--- src/rtl/mem_access.sv ---
// mem_access: memory-access stage with req/ack data bus, lane steering, load extension and alignment check
module mem_access #(
   parameter int W     = 32,
   parameter int SRC_W = 2,
   parameter int RA_W  = 5
) (
   input  logic             clk,
   input  logic             rst,
   input  logic             in_valid,
   output logic             in_ready,
   input  logic             mem_read,
   input  logic             mem_write,
   input  logic [1:0]       mem_size,
   input  logic             mem_unsigned,
   input  logic [W-1:0]     alu_result,
   input  logic [W-1:0]     store_data,
   input  logic [W-1:0]     pc,
   input  logic [W-1:0]     imm,
   input  logic             reg_write,
   input  logic [SRC_W-1:0] reg_write_src,
   input  logic [RA_W-1:0]  rd,
   output logic             dmem_req,
   output logic             dmem_we,
   output logic [W-1:0]     dmem_addr,
   output logic [W-1:0]     dmem_wdata,
   output logic [3:0]       dmem_be,
   input  logic             dmem_ack,
   input  logic [W-1:0]     dmem_rdata,
   output logic             wb_valid,
   output logic             wb_reg_write,
   output logic [W-1:0]     wb_alu_result,
   output logic [W-1:0]     wb_mem_data,
   output logic [W-1:0]     wb_pc,
   output logic [W-1:0]     wb_imm,
   output logic [SRC_W-1:0] wb_reg_write_src,
   output logic [RA_W-1:0]  wb_rd,
   output logic             addr_err
);
   typedef enum logic {IDLE, BUSY} state_t;
   state_t r_state, w_next;
   logic             w_accept, w_memop, w_mis, w_go, w_done;
   logic [3:0]       w_be;
   logic [W-1:0]     w_wdata, w_ld;
   logic [7:0]       w_byte;
   logic [15:0]      w_half;
   logic [1:0]       r_lane, r_size;
   logic             r_uns, r_load, r_rw;
   logic [W-1:0]     r_alu, r_pc, r_imm;
   logic [SRC_W-1:0] r_src;
   logic [RA_W-1:0]  r_rd;
   assign in_ready = (r_state == IDLE);
   // Decode the incoming instruction and steer the returning read lane
   always_comb begin
      w_accept = in_ready && in_valid;
      w_memop  = mem_read || mem_write;
      w_mis    = w_memop && ((mem_size == 2'b01 && alu_result[0]) ||
                             (mem_size[1] && alu_result[1:0] != 2'b00));
      w_go     = w_accept && w_memop && !w_mis;
      w_done   = (r_state == BUSY) && dmem_ack;
      w_be     = (mem_size == 2'b00) ? 4'b0001 << alu_result[1:0] :
                 (mem_size == 2'b01) ? 4'b0011 << alu_result[1:0] : 4'b1111;
      w_wdata  = (mem_size == 2'b00) ? {4{store_data[7:0]}} :
                 (mem_size == 2'b01) ? {2{store_data[15:0]}} : store_data;
      w_byte   = dmem_rdata[{r_lane, 3'b000} +: 8];
      w_half   = r_lane[1] ? dmem_rdata[31:16] : dmem_rdata[15:0];
      w_ld     = (r_size == 2'b00) ? {{(W-8){~r_uns & w_byte[7]}}, w_byte} :
                 (r_size == 2'b01) ? {{(W-16){~r_uns & w_half[15]}}, w_half} : dmem_rdata;
   end
   // Next state: IDLE launches aligned memory ops, BUSY waits for the ack
   always_comb begin
      w_next = r_state;
      w_next = (r_state == IDLE) ? (w_go ? BUSY : IDLE) : (dmem_ack ? IDLE : BUSY);
   end
   // State register
   always_ff @(posedge clk or posedge rst)
      if (rst) r_state <= IDLE;
      else     r_state <= w_next;
   // Hold the accepted instruction until its bus transaction retires
   always_ff @(posedge clk or posedge rst)
      if (rst) begin
         r_lane <= '0;
         r_size <= '0;
         r_uns  <= 1'b0;
         r_load <= 1'b0;
         r_rw   <= 1'b0;
         r_alu  <= '0;
         r_pc   <= '0;
         r_imm  <= '0;
         r_src  <= '0;
         r_rd   <= '0;
      end else if (w_accept) begin
         r_lane <= alu_result[1:0];
         r_size <= mem_size;
         r_uns  <= mem_unsigned;
         r_load <= mem_read && !mem_write;
         r_rw   <= reg_write;
         r_alu  <= alu_result;
         r_pc   <= pc;
         r_imm  <= imm;
         r_src  <= reg_write_src;
         r_rd   <= rd;
      end
   // Bus request and writeback registers; pulses default low every cycle
   always_ff @(posedge clk or posedge rst)
      if (rst) begin
         dmem_req         <= 1'b0;
         dmem_we          <= 1'b0;
         dmem_addr        <= '0;
         dmem_wdata       <= '0;
         dmem_be          <= '0;
         wb_valid         <= 1'b0;
         wb_reg_write     <= 1'b0;
         wb_alu_result    <= '0;
         wb_mem_data      <= '0;
         wb_pc            <= '0;
         wb_imm           <= '0;
         wb_reg_write_src <= '0;
         wb_rd            <= '0;
         addr_err         <= 1'b0;
      end else begin
         wb_valid     <= 1'b0;
         wb_reg_write <= 1'b0;
         addr_err     <= 1'b0;
         if (w_accept && !w_go) begin
            wb_valid         <= 1'b1;
            wb_reg_write     <= reg_write && !w_mis;
            addr_err         <= w_mis;
            wb_alu_result    <= alu_result;
            wb_mem_data      <= '0;
            wb_pc            <= pc;
            wb_imm           <= imm;
            wb_reg_write_src <= reg_write_src;
            wb_rd            <= rd;
         end
         if (w_go) begin
            dmem_req   <= 1'b1;
            dmem_we    <= mem_write;
            dmem_addr  <= {alu_result[W-1:2], 2'b00};
            dmem_be    <= w_be;
            dmem_wdata <= w_wdata;
         end
         if (w_done) begin
            dmem_req         <= 1'b0;
            dmem_be          <= '0;
            wb_valid         <= 1'b1;
            wb_reg_write     <= r_rw;
            wb_alu_result    <= r_alu;
            wb_mem_data      <= r_load ? w_ld : '0;
            wb_pc            <= r_pc;
            wb_imm           <= r_imm;
            wb_reg_write_src <= r_src;
            wb_rd            <= r_rd;
         end
      end
endmodule

--- config.mk ---
export PLATFORM = sky130hd
export DESIGN_NAME = mem_access
export DESIGN_NICKNAME = d
export VERILOG_FILES = /design/src/rtl/mem_access.sv
export SDC_FILE = /design/constraint.sdc
export NUM_CORES = 1
export LEC_CHECK = 0
export ABC_AREA = 1
export CORE_MARGIN = 2
export CORE_UTILIZATION = 49
export DETAILED_ROUTE_END_ITERATION = 6
export PLACE_DENSITY_LB_ADDON = 0.15
export SYNTH_ARGS = -nofsm -noshare
export SYNTH_HDL_FRONTEND = slang
export SYNTH_SLANG_ARGS = --single-unit
--- constraint.sdc ---
create_clock -name clk -period 12.1 [get_ports clk]
set_input_delay 1.21 -clock clk [delete_from_list [all_inputs] [get_ports clk]]
set_output_delay 1.21 -clock clk [all_outputs]
set_load 0.02 [all_outputs]
# --- Yosys cells after proc, flatten, opt, wreduce, memory -nomap -nowiden ---
# Index checks and enable logic that the tools add are counted.
totals:
  regBits: 317
  latch_bits: 0
  ram_bits: 0
  mem_bits_ro: 0
  output_inout_bits: 209
  word_cells: 86
  memories: 0
op_classes:
  addsub: 0
  multipliers: 0
  n_div: 0
  order_cmp: 0
  n_eq_ne: 2
  shift: 3
  n_mux: 32
  bitwise: 4
  reduce_logical: 20
op_table:
  columns: ["operator", "count"]
  rows:
  - ["$mux W32", 13]
  - ["$shiftx A32 B6 Y8", 1]
  - ["$mux W16", 1]
  - ["$mux W4", 4]
  - ["$logic_and A1 B1 Y1", 10]
  - ["$mux W1", 10]
  - ["$mux W5", 2]
  - ["$reduce_bool A2 Y1", 3]
  - ["$eq A2 B1 Y1 const B", 2]
  - ["$logic_not A2 Y1", 2]
  - ["$mux W2", 2]
  - ["$shl A1 B2 Y4 const A", 1]
  - ["$shl A2 B2 Y4 const A", 1]
  - ["$logic_not A1 Y1", 3]
  - ["$and A1 B1 Y1", 2]
  - ["$logic_or A1 B1 Y1", 2]
  - ["$not A1 Y1", 2]

# --- Depth between registers and ports, before layout ---
# Gate-level depths: netlist of run 1.
depth:
  word_depth: 10
  mapped_depth: 11
  depth_no_buf: 9

# --- Worst setup path before layout of run 1 ---
# OpenSTA, ideal clock, no wires.
synth_path:
  path_kind: "input to register"
  start: "in alu_result[0]"
  end: "reg wb_mem_data[8]"
  setup_time_ns: 0.119
  t_arrival_ns: 2.371
  required_time_ns: 11.981
  slack_ns: 9.610
  cell_stages: 11
  n_path_buf: 2
  path_cell_list: "inv_1 ha_1 or2_1 nand2_4 inv_2 nand2_4 nand2_4 buf_2 buf_6 nand2_1 nand2_1"
synth_between:
  elab_chain_cells: 9
  word_cells_on_any_way: 10
synth_rtl:
  columns: ["element", "line", "source"]
  rows:
  - ["start, declared", "15", "input logic [W-1:0] alu_result,"]
  - ["$reduce_bool A2 Y1", "57", "(mem_size[1] && alu_result[1:0] != 2'b00));"]
  - ["$logic_and A1 B1 Y1", "57", null]
  - ["$logic_or A1 B1 Y1 *", "56", "w_mis = w_memop && ((mem_size == 2'b01 && alu_result[0]) ||"]
  - ["$logic_and A1 B1 Y1 *", "56", null]
  - ["$logic_not A1 Y1 *", "58", "w_go = w_accept && w_memop && !w_mis;"]
  - ["$logic_and A1 B1 Y1 *", "58", null]
  - ["$logic_not A1 Y1 *", "124", "if (w_accept && !w_go) begin"]
  - ["$logic_and A1 B1 Y1 *", "124", null]
  - ["$reduce_bool A2 Y1 (no line) *", null, null]
  - ["end signal, assigned", "148", "wb_mem_data <= r_load ? w_ld : '0;"]
  - ["end, declared", "32", "output logic [W-1:0] wb_mem_data,"]
# Every way passes the cells marked *; elsewhere a longest branch is shown, timed or not.
# A chain may end at the register's enable or synchronous reset.

# --- Final worst setup path of run 1 ---
layout_path:
  start: "in in_valid"
  end: "reg wb_pc[23]"
layout_between:
  elab_chain_cells: 6
layout_rtl:
  columns: ["element", "line", "source"]
  rows:
  - ["start, declared", "9", "input logic in_valid,"]
  - ["$logic_and A1 B1 Y1 *", "54", "w_accept = in_ready && in_valid;"]
  - ["$logic_and A1 B1 Y1 (2 in a row)", "58", null]
  - ["$logic_not A1 Y1", "124", null]
  - ["$logic_and A1 B1 Y1 *", "124", null]
  - ["$reduce_bool A2 Y1 (no line) *", null, null]
  - ["end signal, assigned", "130", "wb_pc <= pc;"]
  - ["end signal, assigned", "149", "wb_pc <= r_pc;"]
  - ["end, declared", "33", "output logic [W-1:0] wb_pc,"]
# Marks and branches as above.

==> results of run 1 <==
==> kinds of logic after synthesis <==
family | share of synthesized area (%)
simple gates | 19.4
flops | 55.4
other cells | 0.0263
compound gates | 17.1
fa+ha+maj | 0.352
buf+inv | 7.73
==> power breakdown <==
part	switching (µW)	leakage (µW)	internal, µW
registers	288	0.00391	1530
clock network	421	0.000603	687
logic	1300	0.00464	920
total	2010	0.00916	3140
==> through the flow <==
stage	util [%]	area (µm²)	instances	setup slack [ps]
floorplan	-	14200	1654	2180
global placement	63.0	18000	2321	6580
detailed placement	63.0	18000	2321	6460
CTS	67.3	19300	2382	6980
global route	67.3	19300	2384	6480
finish	67.3	19300	2384	6910
==> worst min-delay path: stages, from the launching register on <==
cell     delay, ps
dfrtp_1        330
nand2_1         50
o21ai_0         60
==> cells in the mapped netlist (3+ instances only) <==
cell type,count,area share [%]
clkbuf_1,63,1.7
o21ai_1,21,0.74
nand2_4,4,0.32
o21ai_0,272,9.6
inv_2,7,0.18
dfrtp_1,315,55
o21a_1,8,0.42
or2_2,8,0.35
inv_1,120,3.2
nand3_1,58,2.0
nor2_1,29,0.76
o21ai_2,84,5.2
nand4_1,24,1.1
buf_2,15,0.53
o22ai_1,3,0.13
ha_1,4,0.35
a21oi_1,19,0.67
buf_6,23,1.8
nand2_1,552,15
nor2_2,3,0.13
buf_1,5,0.13
o211ai_1,7,0.37
buf_4,4,0.21
==> flip-flops by register name, indices dropped and copies added (netlist names), 2 cells and up <==
register and flops:
wb_mem_data 32, r_src 2, dmem_addr 30, wb_pc 32
wb_imm 32, r_rd 5, r_pc 32, r_size 2
wb_rd 5, wb_reg_write_src 2, r_alu 31, wb_alu_result 32
r_imm 32, dmem_wdata 32, dmem_be 4
==> worst min-delay path by stage <==
stage / startpoint / slack [ps] / endpoint
after floorplan: r_alu[10] / 450 / r_alu[10]
after global placement: dmem_wdata[31] / 460 / dmem_wdata[31]
after detailed placement: dmem_wdata[1] / 460 / dmem_wdata[1]
after CTS: dmem_wdata[5] / 480 / dmem_wdata[5]
after global routing: dmem_wdata[1] / 490 / dmem_wdata[1]
final: r_pc[26] / 480 / r_pc[26]
==> metal layers <==
metal / up-vias / share of wire (%) / wire [µm] / GRT usage, %
li1: 5962 / - / - / -
met1: 5738 / 40 / 16100 / 33.5
met2: 465 / 48 / 19000 / 42.0
met3: 83 / 8.5 / 3380 / 7.02
met4: 4 / 3.4 / 1340 / 9.91
met5: - / 0.060 / 24 / 0
==> layout make-up <==
| class | instances | share of cell area, % |
|---|---|---|
| Timing Repair Buffer | 393 | 20.3 |
| Tap cell | 384 | 2.49 |
| Multi-Input combinational cell | 1101 | 27.4 |
| Inverter | 128 | 2.53 |
| Clock inverter | 8 | 0.598 |
| Clock buffer | 53 | 5.69 |
| Sequential cell | 315 | 40.9 |
| Antenna cell | 2 | 0.0260 |
==> impl_metrics.yaml, run 1 <==
place:
  io_buffers: 383
  hpwl_mm: 27.1
  place_congestion: 0.919
cts:
  cts_buffers: 34
  postCtsResizedCells: 0
  clockRootBuffer: "clkbuf_16"
  postCtsHoldBufs: 0
  cts_htree_levels: 2
  post_cts_buffers: 0
  cts_tree: "yes"
  clkLatencyLatePin_ps: 510
  clockBufferDepth: 3
  cts.sinks: 315
  clk_pin_slew_ps: 60
final_layout:
  drive_gt1_share_pct: 8.86
  regArea_um2: 7880
  n_fill_cell: 2332
  layout_commonest_cell: "nand2_1"
  layout_common_cells: "551 x nand2_1, 383 x clkdlybuf4s50_1, 315 x dfrtp_1"
  multi_input_area_um2: 5290
  syn_to_final_growth_pct: 35.3
  fin_nets: 2154
route:
  route.detailed.drc: 0
  vias: 12300
  routed_wl_mm: 39.8
  dr.pass1.iters: 5
  drt_iter0_drc: 947
  viasPerCell: 5.14
  antenna_left: 0
  routedWlPerCell_um: 16.7
setup_path:
  r2r_cells: 10
  crit_start: "in_valid"
  critPathKind: "in -> reg"
  critPathArrivalTime_ps: 5610
  slowest_stage: "buf_4"
  crit_chain: "clkdlybuf4s50_1 -> nand2_8 -> inv_2 -> o21ai_1 -> inv_2 -> nand2_4 -> nand2_8 -> buf_4 -> nand2_1 -> o21ai_1"
  cp.depth: 10
  critPathCapture: "wb_pc[23]"
  path_delay_family: "buffers and inverters"
  critPathCaptureType: "flip-flop"
  timing.rr.end: "wb_pc[23]"
  r2r_start: "r_state"
  rrSetupSlack_ps: 7650
  crit_fanout: 146
  cp.buffers_inverters: 4
  crit_path_start_kind: "primary input"
  slowest_delay_ps: 1010
  required_ps: 12520
global_route:
  antenna_found_initial: 4
  grt_pass1_vias: 11800
  grt_start_max_net_pins: 147
  grt_use_total_pct: 26.0
  grt_overflow: 0
  grt_pass1_wl_mm: 62.7
power_and_ir_drop:
  p_total_uw: 5150
  power.static_leakage_uw: 0.00916
  peakVddDrop_mv: 0.139
  power.density_nw_per_um2: 267
sta:
  fin_tns_setup_ps: 0
  hold_viol_final: 0
  skew_ps: 11.9
  finalSetupViolCount: 0
  hold_ws_ps: 476
  maxSlewViolCount: 0
  fin_crit_sh_pct: 42.9
  period_minus_slack_ps: 5190
  slew_headroom_pct: 25.8
  rsz0062_at_grt: "no"
  clock.fmax_ghz: 0.193
  worstMarginPinSlew_ps: 1110
floorplanning:
  rows: 62
  die_h_um: 174
  coreArea_um2: 28600
  die_w_um: 174
  io_pins: 386
  die_area_um2: 30400
  start_util_pct: 49.7
hold_path:
  min_path_cells: 2
  min_path_type: "reg -> reg"
synthesis:
  ys_seq_elements: 315
  ys_types: 28
  synth-edff-count: 0
  synth-main-ff-cell: "dfrtp_1"
  syn_inst: 1653
  syn_area_um2: 14200
  yosys_warnings: 0
  ys_async_sr_fraction_pct: 100
  synth_area_per_cell_um2: 8.61
  yosysSeqAreaShare_pct: 55.4
job:
  drv_cap: 0
status:
  status: "completed"
Power figures use the tool's default switching activity.
==> run 2, diff against run 1 <==
--- a/config.mk
+++ b/config.mk
@@ -7,7 +7,7 @@
 export LEC_CHECK = 0
 export ABC_AREA = 1
 export CORE_MARGIN = 2
-export CORE_UTILIZATION = 49
+export CORE_UTILIZATION = 44
 export DETAILED_ROUTE_END_ITERATION = 6
 export PLACE_DENSITY_LB_ADDON = 0.15
 export SYNTH_ARGS = -nofsm -noshare
==> constraint.sdc (replaced) <==
create_clock -name clk -period 4.6 [get_ports clk]
set_input_delay 0.46 -clock clk [delete_from_list [all_inputs] [get_ports clk]]
set_output_delay 0.46 -clock clk [all_outputs]
set_load 0.02 [all_outputs]
==> run 2 against run 1 <==
Die area is 11% higher. Via count is 0.21% lower. Global-route usage is 2.1 points lower. Non-clock buffer count is 4 higher. Hold slack worse by 270 ps. Clock power grew to 2.5 times the previous value. Sequential cell count stayed put. Power grew to 2.6 times the previous value. Critical path depth is 5 lower. Worst setup slack worse by 5000 ps. Clock-buffer cell count is 1 higher. Critical endpoint is now wb_mem_data[22]. Largest cell class unchanged. Highest routed layer is now met4.
==> impl_metrics.yaml, run 2 (synthesized netlist as in run 1, its figures left out) <==
status:
  status: "completed"
sta:
  rsz0062_at_grt: "no"
  clock.fmax_ghz: 0.366
  finalSetupViolCount: 0
  worstMarginPinSlew_ps: 1110
  hold_ws_ps: 208
  fin_tns_setup_ps: 0
  slew_headroom_pct: 26.3
  skew_ps: 13.4
  setup_ws_ps: 1870
  hold_viol_final: 0
  fin_crit_sh_pct: 59.4
  period_minus_slack_ps: 2730
  maxSlewViolCount: 0
global_route:
  grt_use_met2_pct: 38.1
  antenna_found_initial: 5
  grtUsageMet3_pct: 7.59
  met1_usage_pct: 30.1
  grt_overflow: 0
  grt_use_total_pct: 23.9
  grt_start_max_net_pins: 131
  busiest_layer: "met2"
  grt_pass1_wl_mm: 63.7
  grt_pass1_vias: 11900
cts:
  cts.sinks: 315
  cts_tree: "yes"
  cts_htree_levels: 2
  cts_buffers: 37
  clk_pin_slew_ps: 60
  clkLatencyLatePin_ps: 510
  postCtsResizedCells: 0
  clockBufferDepth: 3
  clockRootBuffer: "clkbuf_16"
  postCtsHoldBufs: 0
  post_cts_buffers: 0
place:
  placed_area_um2: 18100
  io_buffers: 383
  place_congestion: 0.932
  place_ws_ps: 1510
  post-place-cells: 2343
  hpwl_mm: 28.3
setup_path:
  required_ps: 4990
  crit_fanout: 25
  critPathCaptureType: "flip-flop"
  path_delay_family: "simple AND/OR/NAND/NOR gates"
  slowest_stage: "dfrtp_1"
  crit_path_start_kind: "flip-flop"
  critPathKind: "reg -> reg"
  crit_chain: "inv_1 -> nand3_1 -> nand3_1 -> nand4_1 -> nand2_1"
  cpMostUsedCell: "nand3_1"
  cp.buffers_inverters: 1
  slowest_delay_ps: 800
  critPathArrivalTime_ps: 3120
route:
  dr.pass1.iters: 6
  routed_wl_mm: 40.9
  drt_iter0_drc: 997
  vias: 12200
  antenna_left: 0
  routedWlPerCell_um: 17.0
  route.detailed.drc: 0
  viasPerCell: 5.07
hold_path:
  min_path_type: "in -> async"
final_layout:
  layout_common_cells: "551 x nand2_1, 383 x clkdlybuf4s50_1, 315 x dfrtp_1"
  drive_gt1_share_pct: 8.94
  n_fill_cell: 2758
  design_area_um2: 19300
  syn_to_final_growth_pct: 35.7
  layout_commonest_cell: "nand2_1"
  instances_no_fill: 2411
  fin_nets: 2161
floorplanning:
  die_area_um2: 33800
  io_pins: 386
  rows: 65
  start_util_pct: 44.9
  die_w_um: 184
  die_h_um: 184
  coreArea_um2: 31700
power_and_ir_drop:
  power.density_nw_per_um2: 696
  power.static_leakage_uw: 0.00916
  peakVddDrop_mv: 0.339
job:
  drv_cap: 0
-- run 2: cell type report --
| type | count | area (µm²) | area share (%) |
|---|---|---|---|
| timing repair buffer | 397 | 3990 | 20.7 |
| antenna | 7 | 17.5 | 0.0907 |
| tap | 402 | 503 | 2.60 |
| inverter | 128 | 484 | 2.51 |
| clock inverter | 7 | 41.3 | 0.214 |
| clock buffer | 54 | 1110 | 5.76 |
| sequential | 315 | 7880 | 40.8 |
| multi-input combinational | 1101 | 5290 | 27.4 |
-- run 2: path summary, 6_finish.rpt --
path | from | end | slack (ps) | cells past startpoint
min reg2reg | dmem_wdata[28] | dmem_wdata[28] | 470 | 2
min | rst | wb_alu_result[9] | 210 | 2
max reg2reg | r_lane[0] | wb_mem_data[22] | 1870 | 5
max | r_lane[0] | wb_mem_data[22] | 1870 | 5
max in group asynchronous | rst | wb_pc[15] | 3280 | 3
min in group clk | dmem_wdata[28] | dmem_wdata[28] | 470 | 2
-- run 2: per-stage QoR --
step / util, % / total power [µW]
after floorplan: - / 8170
after global placement: 57.2 / 10600
after detailed placement: 57.2 / 10700
after CTS: 60.8 / 13500
after global routing: 60.9 / 14300
final: 60.9 / 13400
-- run 2: power by group --
group | total [µW] | leakage [µW] | switching (µW) | internal, µW
Clock | 2790 | 0.000571 | 1120 | 1670
Combinational | 5840 | 0.00468 | 3410 | 2440
Sequential | 4800 | 0.00391 | 771 | 4030
-- run 2: layer usage --
metal	vias up	share of wire (%)	routed length (µm)
met3	85	9.4	3850
li1	5989	-	-
met1	5716	41	16700
met5	-	0	0
met2	436	46	18800
met4	0	3.8	1540
-- run 2: worst register-to-register path: cells and delay by family, from the launching register on --
family	cells	cell delay [ps]
simple gates	4	1340
flops	1	800
buf+inv	1	460
==> edit (config.mk and constraints of run 2) <==
Set the parameter `RA_W` to 4 (it was 5).
--- a/src/rtl/mem_access.sv
+++ b/src/rtl/mem_access.sv
@@ -2,7 +2,7 @@
 module mem_access #(
    parameter int W     = 32,
    parameter int SRC_W = 2,
-   parameter int RA_W  = 5
+   parameter int RA_W  = 4
 ) (
    input  logic             clk,
    input  logic             rst,
Interface: changed (resized rd and wb_rd); port bits go from 386 to 384. No check against the original RTL was run, so the function may have changed too.
==> edit against run 2 <==
Sequential cell count is 2 lower; total power is 1.1% lower; design area is 0.62% lower; area after synthesis hardly changed; final cell count is 2.4% lower; worst setup slack better by 0.068 ns; combinational power is 2% higher; non-clock buffer count is 1 higher; routed wire length is 2.0% lower; largest cell class unchanged; largest power group unchanged.
==> edit: results (changes against run 2) <==
first-pass GRT wire length 63.38 mm (-0.48%); DRT Pass-1 Iters 5 (-1); Clock-cell share 0.05534 (-0.004385); dpl hpwl 27.52 mm (-2.7%); routed len/inst 17.01 microns (+0.37%); Post-Synth Adder-Cell Area 0.003517 (about the same); CP peak stage delay 0.78 ns (-0.02 ns); leakage dissipation 9.351 nW (+2.1%); normalized max-slew margin 0.2531 (-0.009969); routing usage on met2 0.3793 (-0.001358); share of cells above drive strength 1 0.09954 (+0.01013); GRT Total Usage 0.2358 (-0.002932); crit path DAT 3.11 ns (about the same); Hold Crit Class flip-flop to flip-flop; synth top area cells dfrtp_1 55%, nand2_1 17%, o21ai_2 6.3%; fin nets 2106 (-2.5%); slowest CP cell nor2_2; CTS buffer count 34 (-8.1%); Switch Pwr 5.256 mW (-0.80%); Synth Area in Compound Gates 0.1297 (-0.04096); Routability Congestion 0.9057 (-2.8%); Final Non-Filler Cells 2353 (-2.4%); clkbuf count 49 (-9.3%); M1 wire length 16.73 mm (+0.15%); synthesized instance count 1593 (-3.6%); initial antenna violation count 3 (-2); Layout fillers 2742 (-0.58%); largest net degree at the start of global routing 141 (+7.6%); # diodes 2 (-5); area of placed instances 18130 sq um (about the same); register area share after synthesis 0.5504 (-0.003468); commonest cells in the netlist 627 x nand2_1, 313 x dfrtp_1, 155 x o21ai_0, 102 x o21ai_2, 70 x inv_1; Post-Place Cells 2292 (-2.2%); outcome finished, final reports clean; GR Util met3 0.07528 (-0.0005943); met3 wire len 3.725 mm (-3.3%); vias in the first global route 11770 (-0.98%)
==> edit: path summary, 6_finish.rpt <==
| kind | end | from | slack (ns) |
|---|---|---|---|
| worst max register to register | wb_mem_data[2]$_DFFE_PP0P_ | r_size[1]$_DFFE_PP0P_ | 1.94 |
| min in group asynchronous | wb_pc[29]$_DFFE_PP0P_ | rst | 0.61 |
| max in group asynchronous | r_rw$_DFFE_PP0P_ | rst | 3.40 |
| worst max-delay path | wb_mem_data[2]$_DFFE_PP0P_ | r_size[1]$_DFFE_PP0P_ | 1.94 |
| worst min-delay path | r_alu[25]$_DFFE_PP0P_ | r_alu[25]$_DFFE_PP0P_ | 0.48 |
| worst min register to register | r_alu[25]$_DFFE_PP0P_ | r_alu[25]$_DFFE_PP0P_ | 0.48 |
